File: src/rtl/lcd_pkg.sv
// lcd_pkg: shared definitions for the character LCD write controller.
//   state_t       FSM state encoding
//   CMD_CLEAR/HOME command bytes that need the long execution wait
//   is_long_cmd() picks the long wait for clear/home commands
//   max4()        helper for sizing the shared timer
package lcd_pkg;

  typedef enum logic [2:0] {
    ST_POR   = 3'd0,
    ST_IDLE  = 3'd1,
    ST_SETUP = 3'd2,
    ST_EN_HI = 3'd3,
    ST_WAIT  = 3'd4
  } state_t;

  localparam logic [7:0] CMD_CLEAR = 8'h01;
  localparam logic [7:0] CMD_HOME  = 8'h02;
  // The controller ignores DB0 when decoding Return Home, so 8'h03 is also a home.
  localparam logic [7:0] CMD_HOME_ALT = 8'h03;

  function automatic logic is_long_cmd(input logic rs, input logic [7:0] data);
    return !rs && ((data == CMD_CLEAR) || (data == CMD_HOME) || (data == CMD_HOME_ALT));
  endfunction

  function automatic int max4(input int a, input int b, input int c, input int d);
    int m;
    m = a;
    if (b > m) m = b;
    if (c > m) m = c;
    if (d > m) m = d;
    return m;
  endfunction

endpackage

File: src/rtl/lcd_ctrl_if.sv
// lcd_ctrl_if: byte handshake from the sequencer plus the LCD pin bundle.
//   in_valid/in_ready/in_rs/in_data  byte offer and acceptance
//   lcd_db/lcd_rs/lcd_rw/lcd_en      LCD pins
//   busy                             inverse of in_ready
// master = sequencer side, slave = controller side.
interface lcd_ctrl_if;
  logic       in_valid;
  logic       in_ready;
  logic       in_rs;
  logic [7:0] in_data;
  logic [7:0] lcd_db;
  logic       lcd_rs;
  logic       lcd_rw;
  logic       lcd_en;
  logic       busy;

  modport master (
    output in_valid, in_rs, in_data,
    input  in_ready, busy, lcd_db, lcd_rs, lcd_rw, lcd_en
  );

  modport slave (
    input  in_valid, in_rs, in_data,
    output in_ready, busy, lcd_db, lcd_rs, lcd_rw, lcd_en
  );
endinterface

File: src/rtl/lcd_timer.sv
// lcd_timer: loadable down-counter shared by every controller state.
//   clk, rst     clock, asynchronous active-high reset
//   i_load       load i_load_val this cycle (takes priority over counting)
//   i_load_val   value to load (state length minus one)
//   o_done       counter has reached zero
// The counter saturates at zero, so it can never wrap.
module lcd_timer #(
  parameter int             W       = 8,
  parameter logic [W-1:0]   RST_VAL = '0
) (
  input  logic         clk,
  input  logic         rst,
  input  logic         i_load,
  input  logic [W-1:0] i_load_val,
  output logic         o_done
);

  logic [W-1:0] r_count;

  always_ff @(posedge clk or posedge rst) begin
    if (rst) begin
      r_count <= RST_VAL;
    end else if (i_load) begin
      r_count <= i_load_val;
    end else if (r_count != '0) begin
      r_count <= r_count - W'(1);
    end
  end

  assign o_done = (r_count == '0);

endmodule

File: src/rtl/lcd_ctrl.sv
// lcd_ctrl: HD44780-style character LCD write controller.
//   clk, rst   clock, asynchronous active-high reset
//   ctrl_bus   lcd_ctrl_if.slave: byte handshake in, LCD pins out
// Each accepted byte is placed on the bus, held for T_SETUP_CYC cycles with
// EN low, strobed for T_EN_CYC cycles, then followed by an execution wait
// (T_LONG_CYC for clear/home, T_CMD_CYC otherwise). In 4-bit mode the high
// nibble goes first on lcd_db[7:4], then the low nibble. All outputs come
// straight from flops.
module lcd_ctrl
  import lcd_pkg::*;
#(
  parameter int T_POR_CYC   = 15000,
  parameter int T_SETUP_CYC = 1,
  parameter int T_EN_CYC    = 1,
  parameter int T_CMD_CYC   = 40,
  parameter int T_LONG_CYC  = 1640,
  parameter int BUS_4BIT    = 0
) (
  input  logic       clk,
  input  logic       rst,
  lcd_ctrl_if.slave  ctrl_bus
);

  // One extra bit so the power-on count itself (not count-1) fits.
  localparam int CW = $clog2(max4(T_POR_CYC, T_SETUP_CYC, T_CMD_CYC,
                                  max4(T_LONG_CYC, T_EN_CYC, 1, 1))) + 1;

  localparam logic [CW-1:0] L_POR   = CW'(T_POR_CYC);
  localparam logic [CW-1:0] L_SETUP = CW'(T_SETUP_CYC - 1);
  localparam logic [CW-1:0] L_EN    = CW'(T_EN_CYC - 1);
  localparam logic [CW-1:0] L_CMD   = CW'(T_CMD_CYC - 1);
  localparam logic [CW-1:0] L_LONG  = CW'(T_LONG_CYC - 1);

  state_t        r_state;
  state_t        w_state_next;
  logic [7:0]    r_data;
  logic          r_rs;
  logic          r_nib_hi;
  logic [7:0]    r_db;
  logic          r_en;
  logic          r_ready;
  logic          r_busy;

  logic          w_accept;
  logic          w_timer_done;
  logic          w_load;
  logic [CW-1:0] w_load_val;
  logic          w_nib_hi_next;
  logic [7:0]    w_db_next;
  logic          w_en_next;
  logic          w_ready_next;
  logic [7:0]    w_db_first;
  logic          w_nib_first;

  assign w_accept = (r_state == ST_IDLE) && ctrl_bus.in_valid;

  // First bus value of a transfer: whole byte, or high nibble in 4-bit mode.
  generate
    if (BUS_4BIT != 0) begin : g_bus4
      assign w_db_first  = {ctrl_bus.in_data[7:4], 4'h0};
      assign w_nib_first = 1'b1;
    end else begin : g_bus8
      assign w_db_first  = ctrl_bus.in_data;
      assign w_nib_first = 1'b0;
    end
  endgenerate

  // Power-on starts with the full count (not count-1) so that in_ready rises
  // T_POR_CYC cycles after the first edge following reset release.
  lcd_timer #(
    .W       (CW),
    .RST_VAL (L_POR)
  ) u_timer (
    .clk        (clk),
    .rst        (rst),
    .i_load     (w_load),
    .i_load_val (w_load_val),
    .o_done     (w_timer_done)
  );

  // State and output registers
  always_ff @(posedge clk or posedge rst) begin
    if (rst) begin
      r_state  <= ST_POR;
      r_data   <= 8'h00;
      r_rs     <= 1'b0;
      r_nib_hi <= 1'b0;
      r_db     <= 8'h00;
      r_en     <= 1'b0;
      r_ready  <= 1'b0;
      r_busy   <= 1'b1;
    end else begin
      r_state <= w_state_next;
      if (w_accept) begin
        r_data <= ctrl_bus.in_data;
        r_rs   <= ctrl_bus.in_rs;
      end
      r_nib_hi <= w_nib_hi_next;
      r_db     <= w_db_next;
      r_en     <= w_en_next;
      r_ready  <= w_ready_next;
      r_busy   <= ~w_ready_next;
    end
  end

  // Next state and timer reload
  always_comb begin
    w_state_next = r_state;
    case (r_state)
      ST_POR:   if (w_timer_done) w_state_next = ST_IDLE;
      ST_IDLE:  if (w_accept)     w_state_next = ST_SETUP;
      ST_SETUP: if (w_timer_done) w_state_next = ST_EN_HI;
      ST_EN_HI: if (w_timer_done) w_state_next = r_nib_hi ? ST_SETUP : ST_WAIT;
      ST_WAIT:  if (w_timer_done) w_state_next = ST_IDLE;
      default:  w_state_next = ST_POR;
    endcase

    // Every state change reloads the shared timer with the new state's length.
    w_load = (w_state_next != r_state);
    case (w_state_next)
      ST_SETUP: w_load_val = L_SETUP;
      ST_EN_HI: w_load_val = L_EN;
      ST_WAIT:  w_load_val = is_long_cmd(r_rs, r_data) ? L_LONG : L_CMD;
      default:  w_load_val = '0;
    endcase
  end

  // Next values of the registered outputs
  always_comb begin
    w_nib_hi_next = r_nib_hi;
    w_db_next     = r_db;
    if (w_accept) begin
      w_nib_hi_next = w_nib_first;
      w_db_next     = w_db_first;
    end else if ((r_state == ST_EN_HI) && (w_state_next == ST_SETUP)) begin
      w_nib_hi_next = 1'b0;
      w_db_next     = {r_data[3:0], 4'h0};
    end
    w_en_next    = (w_state_next == ST_EN_HI);
    w_ready_next = (w_state_next == ST_IDLE);
  end

  assign ctrl_bus.lcd_db   = r_db;
  assign ctrl_bus.lcd_rs   = r_rs;
  assign ctrl_bus.lcd_rw   = 1'b0;
  assign ctrl_bus.lcd_en   = r_en;
  assign ctrl_bus.in_ready = r_ready;
  assign ctrl_bus.busy     = r_busy;

endmodule
File: src/flat_wrapper.sv
// flat-port wrapper written by rule: the top's interface ports become plain ports
module lcd_ctrl_flat import lcd_pkg::*;
#(
  parameter int T_POR_CYC   = 15000,
  parameter int T_SETUP_CYC = 1,
  parameter int T_EN_CYC    = 1,
  parameter int T_CMD_CYC   = 40,
  parameter int T_LONG_CYC  = 1640,
  parameter int BUS_4BIT    = 0
)
  (clk, rst, ctrl_bus_in_valid, ctrl_bus_in_rs, ctrl_bus_in_data, ctrl_bus_in_ready, ctrl_bus_busy, ctrl_bus_lcd_db, ctrl_bus_lcd_rs, ctrl_bus_lcd_rw, ctrl_bus_lcd_en);
  lcd_ctrl_if ctrl_bus_i ();
  input  logic clk;
  input  logic rst;
  input wire logic [$bits(ctrl_bus_i.in_valid)-1:0] ctrl_bus_in_valid;
  input wire logic [$bits(ctrl_bus_i.in_rs)-1:0] ctrl_bus_in_rs;
  input wire logic [$bits(ctrl_bus_i.in_data)-1:0] ctrl_bus_in_data;
  output wire logic [$bits(ctrl_bus_i.in_ready)-1:0] ctrl_bus_in_ready;
  output wire logic [$bits(ctrl_bus_i.busy)-1:0] ctrl_bus_busy;
  output wire logic [$bits(ctrl_bus_i.lcd_db)-1:0] ctrl_bus_lcd_db;
  output wire logic [$bits(ctrl_bus_i.lcd_rs)-1:0] ctrl_bus_lcd_rs;
  output wire logic [$bits(ctrl_bus_i.lcd_rw)-1:0] ctrl_bus_lcd_rw;
  output wire logic [$bits(ctrl_bus_i.lcd_en)-1:0] ctrl_bus_lcd_en;
  assign ctrl_bus_i.in_valid = ctrl_bus_in_valid;
  assign ctrl_bus_i.in_rs = ctrl_bus_in_rs;
  assign ctrl_bus_i.in_data = ctrl_bus_in_data;
  assign ctrl_bus_in_ready = ctrl_bus_i.in_ready;
  assign ctrl_bus_busy = ctrl_bus_i.busy;
  assign ctrl_bus_lcd_db = ctrl_bus_i.lcd_db;
  assign ctrl_bus_lcd_rs = ctrl_bus_i.lcd_rs;
  assign ctrl_bus_lcd_rw = ctrl_bus_i.lcd_rw;
  assign ctrl_bus_lcd_en = ctrl_bus_i.lcd_en;
  lcd_ctrl #(.T_POR_CYC(T_POR_CYC), .T_SETUP_CYC(T_SETUP_CYC), .T_EN_CYC(T_EN_CYC), .T_CMD_CYC(T_CMD_CYC), .T_LONG_CYC(T_LONG_CYC), .BUS_4BIT(BUS_4BIT)) u_core (.clk(clk), .rst(rst), .ctrl_bus(ctrl_bus_i));
endmodule
File: config.mk
export PLATFORM = sky130hd
export DESIGN_NAME = lcd_ctrl_flat
export DESIGN_NICKNAME = d
export VERILOG_FILES = /design/src/rtl/lcd_pkg.sv /design/src/rtl/lcd_ctrl_if.sv /design/src/rtl/lcd_timer.sv /design/src/rtl/lcd_ctrl.sv /design/src/flat_wrapper.sv
export SDC_FILE = /design/constraint.sdc
export NUM_CORES = 1
export LEC_CHECK = 0
export CORE_ASPECT_RATIO = 0.6
export CORE_MARGIN = 2
export CORE_UTILIZATION = 35
export DETAILED_ROUTE_END_ITERATION = 8
export HOLD_SLACK_MARGIN = 0.06
export PLACE_DENSITY = 0.63
export SYNTH_ARGS = -nofsm -noshare
export SYNTH_HDL_FRONTEND = slang
export SYNTH_SLANG_ARGS = --single-unit
File: constraint.sdc
create_clock -name clk -period 2.7 [get_ports clk]
set_clock_uncertainty 0.15 [all_clocks]
set_input_delay 0.27 -clock clk [delete_from_list [all_inputs] [get_ports clk]]
set_output_delay 0.27 -clock clk [all_outputs]
set_load 0.01 [all_outputs]
Yosys cells after proc, flatten, opt, wreduce, memory -nomap -nowiden
Index checks and enable logic that the tools add are counted.

cells by class
  add/sub/neg operators = 1
  multiply operators = 0
  div/mod/pow operators = 0
  magnitude comparators = 0
  eq/ne operators = 12
  shifts and indexed selects = 0
  multiplexer cells = 14
  bitwise gates (word level) = 1
  reduce and logical (&&, ||, !) cells = 12

operators by type and width
  kind                                                  count
  2-to-1 mux 15 bit                                     3
  equality test 8 x 2 -> 1 bit (second input constant)  2
  2-to-1 mux 8 bit                                      2
  logical NOT 15 bit                                    1
  2-to-1 mux 3 bit                                      5
  nonzero test 15 bit                                   1
  subtractor 15 x 1 -> 15 bit (second input constant)   1
  equality test 3 x 2 -> 1 bit (second input constant)  4
  one-hot mux 3 bit (4 select lines)                    1
  2-to-1 mux 11 bit                                     1
  equality test 8 x 1 -> 1 bit (second input constant)  1
  equality test 3 x 1 -> 1 bit (second input constant)  2
  equality test 3 bit (second input constant)           2
  nonzero test 2 bit                                    2
  logical AND 1 bit                                     3
  logical NOT 3 bit                                     1
  inequality test 3 bit                                 1
  logical OR 1 bit                                      2
  2-to-1 mux 1 bit                                      2
  OR reduction 2 bit                                    1
  logical NOT 1 bit                                     1
  NOT 1 bit                                             1

word-level totals
  flip-flop bits (word level) = 39
  bits in latches = 0
  memory bits (writable) = 0
  memory bits (read-only) = 0
  bits of input ports = 12
  output and inout port bits = 13
  logic and storage cells = 49
  memories = 0

Logic depth before layout (Yosys ltp)
  depth after elaboration = 8
  depth in mapped cells = 9
  depth with buffers taken out = 7

Cells and area by module
From an unflattened synthesis, not the netlist that was laid out.

second synthesis, totals
  cell total of the unflattened synthesis = 188
  area, all modules = 1891.8 sq um

modules (own cells, without submodules)
  module     instances  cells each  area each (sq um)
  lcd_ctrl   1          100         1011.0
  lcd_timer  1          88          880.8

Worst setup path before layout
Ideal clock, no wire load.

  path type = reg-to-reg
  from = register u_core.u_timer.r_count[0]
  to = register u_core.u_timer.r_count[14]
  data arrival time = 1709 ps
  slack = 715 ps
  stages on the path, launching flop included = 10
  clock period less this slack = 1985 ps
  path through = dfrtp_1 inv_1 ha_1 buf_2 nor4b_2 and4_1 buf_6 nor2_1 a21oi_4 nor2_1

on the way
  longest elaborated chain between the ends = 5

RTL lines
  item                                                                 line             text
  start, declared                                                      lcd_timer.sv:18  logic [W-1:0] r_count;
  start signal, assigned                                               lcd_timer.sv:24  r_count <= i_load_val;
  start signal, assigned                                               lcd_timer.sv:26  r_count <= r_count - W'(1);
  branches (longest 5 deep; another with subtractor 15 x 1 -> 15 bit)  n/a

Several ways; the timed one is not identified. The select of a mux whose other input is x is not followed.
A chain may end at the register's enable or synchronous reset.

Worst setup path in the final report
Same ends and word-level chain as after synthesis.

==> results_dict.tcl <==
set metrics [dict create \
    cp.required_ns 2.72 \
    synth_fp_nets 209 \
    period_minus_slack_ns 2.372 \
    seq_area_frac_synth_pct 52.39 \
    grt_max_degree 39 \
    path_class "reg2reg" \
    setup_viol 0 \
    fp.dieW_um 97.46 \
    cap_viol_max_count 0 \
    start_util_pct 36.29 \
    nets 234 \
    clockBufferDepth 2 \
    relSlewSlack_pct 62.36 \
    clockPowerShare_pct 22.3 \
    crit_arrival_ns 2.39 \
    grt_pass1_wl_mm 6.210 \
    cellPowerDensity_mw_per_mm2 1147 \
    synth_top_area_cell "dfrtp_1" \
    busiest_layer "met1" \
    cts_made_buffers 5 \
    gp_congestion 0.8586 \
    clkLatencyLatePin_ns 0.29 \
    grt_antenna_before_repair 0 \
    met1_usage_pct 22.06 \
    cp-end-kind "flip-flop" \
    htreeDepth 2 \
    ant_nets 0 \
    synth_top_area_share_pct 40.93 \
    die_area_mm2 0.005855 \
    root_buffer "clkbuf_8" \
    detail_route.wl_per_cell_um 12.71 \
    io_buffers 23 \
    post_cts_buffers 0 \
    cp_max_fo 10 \
    ys.warnings.count 0 \
    max_freq_mhz 421.6 \
    clkTransAtPathRegs_ns 0.08 \
    postCtsHoldBufs 0 \
    hp-class "in2async" \
    cts_resized 0 \
    boundaryPins 25 \
    final_common_cell "nand2_1" \
    area_growth_pct 22.92 \
    wirelength_mm 3.660 \
    synthTopCellsByArea "dfrtp_1, dfstp_2, nand2_1" \
    route.detailed.drc 0 \
    grt_pass1_vias 1245 \
    dp_cells 280 \
    via_count 1415 \
    core_mm2 0.005055 \
    vdd_ir_drop_max_uv 457.3 \
    rsz0062_at_grt "no" \
    p_switching_mw 0.9504 \
    antennaDiodeCount 0 \
    syn_inst 196 \
    pwr-share-comb_pct 36.4 \
    dp_hpwl_mm 2.709 \
    worst_slew_pin_slew_ns 0.5632 \
    yosysUniqueCellTypes 43 \
    finalCritPeriodShare_pct 87.84 \
    cts_sinks 38 \
    leakage_nw 1.012 \
    viasPerCell 4.913 \
    met3_usage_pct 4.678 \
    grt_overflow 0 \
    outcome "finished, final reports clean" \
    grt_usage_pct 13.55 \
    seq_power_share_pct 41.3 \
    rows 20 \
    dr.first_iter.drc_count 58 \
    grt_util_met2_pct 16.75 \
    layout-drive-gt1-share_pct 12.16 \
    avgSynthCellArea_um2 9.358 \
    cts_tree "built" \
    fin_cells 288 \
    final_cell_mix "nand2_1, dfrtp_1, nor2_1, clkdlybuf4s50_1, dfstp_2" \
    syn_area_mm2 0.001834 \
    drv_slew 0 \
    dieHeight_um 60.08 \
    finalHoldViolCount 0 \
    fin_tns_setup_ns 0 \
    start_kind "flip-flop" \
    p_sw_share_pct 36.74 \
    dr.pass1.iters 4 \
    synth_seq_cells 38 \
    p_int_mw 1.636 \
]
-- cell families after synthesis --
kind of cell	share of synthesized area, %
simple gates	30.29
flops	52.39
buf+inv	3.888
xor+xnor	4.297
fa+ha+maj	0.6820
compound gates	8.255
other cells	0.2044
-- cells in the mapped netlist, drive strengths merged --
cell,n
o21ai,4
nor4b,1
and4,1
o22a,1
or3,2
xor2,5
a311oi,1
dfrtp,30
nand2,50
nand3b,1
o31ai,3
conb,1
dfstp,8
xnor2,4
nand2b,1
a21o,1
a21boi,1
a22oi,1
nor2,28
a21oi,5
and3,1
nor2b,1
clkbuf,1
nand3,7
nand4,1
o211ai,3
nor4,8
nor3,6
inv,7
and3b,1
or4,1
a31oi,1
ha,1
buf,6
nand4b,2
-- worst max-delay path, stage by stage (launching register included) --
cell,delay [ns]
dfrtp_1,0.42
inv_1,0.09
ha_1,0.35
nor4b_2,0.39
and4_1,0.40
nor2_1,0.15
a21oi_4,0.23
nor2_1,0.08
-- per-layer routing --
layer	share of wire (%)	up-vias
met5	0	-
met4	0.22	0
met3	4.3	2
met2	38	26
met1	58	674
li1	-	713
-- registers in the layout, summed over array words and instances, names as in the netlist --
register	count
u_core.ctrl_bus.in_ready	1
u_core.r_data	8
u_core.r_state	3
u_core.ctrl_bus.lcd_db	8
u_core.ctrl_bus.busy	1
u_core.u_timer.r_count	15
u_core.ctrl_bus.lcd_rs	1
u_core.ctrl_bus.lcd_en	1
-- cell type report --
type,instances,area (µm²)
Clock buffer,5,68.82
Clock inverter,3,68.82
Fill cell,514,2800
Inverter,7,26.28
Multi-Input combinational cell,144,802.0
Sequential cell,38,960.9
Tap cell,66,82.58
Timing Repair Buffer,25,245.2
-- path summary, 6_finish.rpt --
kind / from / end / slack (ns) / cells past startpoint
worst min-delay path: rst / u_core.u_timer.r_count[10] / 0.23 / 3
worst max-delay path: u_core.u_timer.r_count[0] / u_core.u_timer.r_count[14] / 0.33 / 7
max in group asynchronous: rst / u_core.ctrl_bus.busy / 1.80 / 3
worst max register to register: u_core.u_timer.r_count[0] / u_core.u_timer.r_count[14] / 0.33 / 7
worst min register to register: u_core.ctrl_bus.lcd_db[3] / u_core.ctrl_bus.lcd_db[3] / 0.33 / 2
min in group clk: u_core.ctrl_bus.lcd_db[3] / u_core.ctrl_bus.lcd_db[3] / 0.33 / 2
-- power by group through the flow --
stage / clock network, mW / registers (mW) / logic, mW
6_report: 0.578 / 1.07 / 0.941
5_1_grt: 0.615 / 1.11 / 1.05
4_1_cts: 0.591 / 1.07 / 0.947
3_5_place_dp: 0 / 1.07 / 0.943
3_3_place_gp: 0 / 1.07 / 0.929
2_1_floorplan: 0 / 1.03 / 0.659
-- through the flow --
step / utilization [%] / setup WS, ns / power, mW / area [µm²] / hold WS (ns)
6_report: 44.60 / 0.3283 / 2.587 / 2255 / 0.2330
5_1_grt: 44.60 / 0.1155 / 2.780 / 2255 / 0.3147
4_1_cts: 44.60 / 0.3365 / 2.604 / 2255 / 0.2550
3_5_place_dp: 41.88 / 0.3546 / 2.014 / 2117 / 0.3081
3_3_place_gp: 41.88 / 0.4436 / 2.001 / 2117 / 0.3037
2_1_floorplan: - / 0.7155 / 1.694 / 1834 / 0.2254
Note: power is estimated with default switching activity, not from simulation.
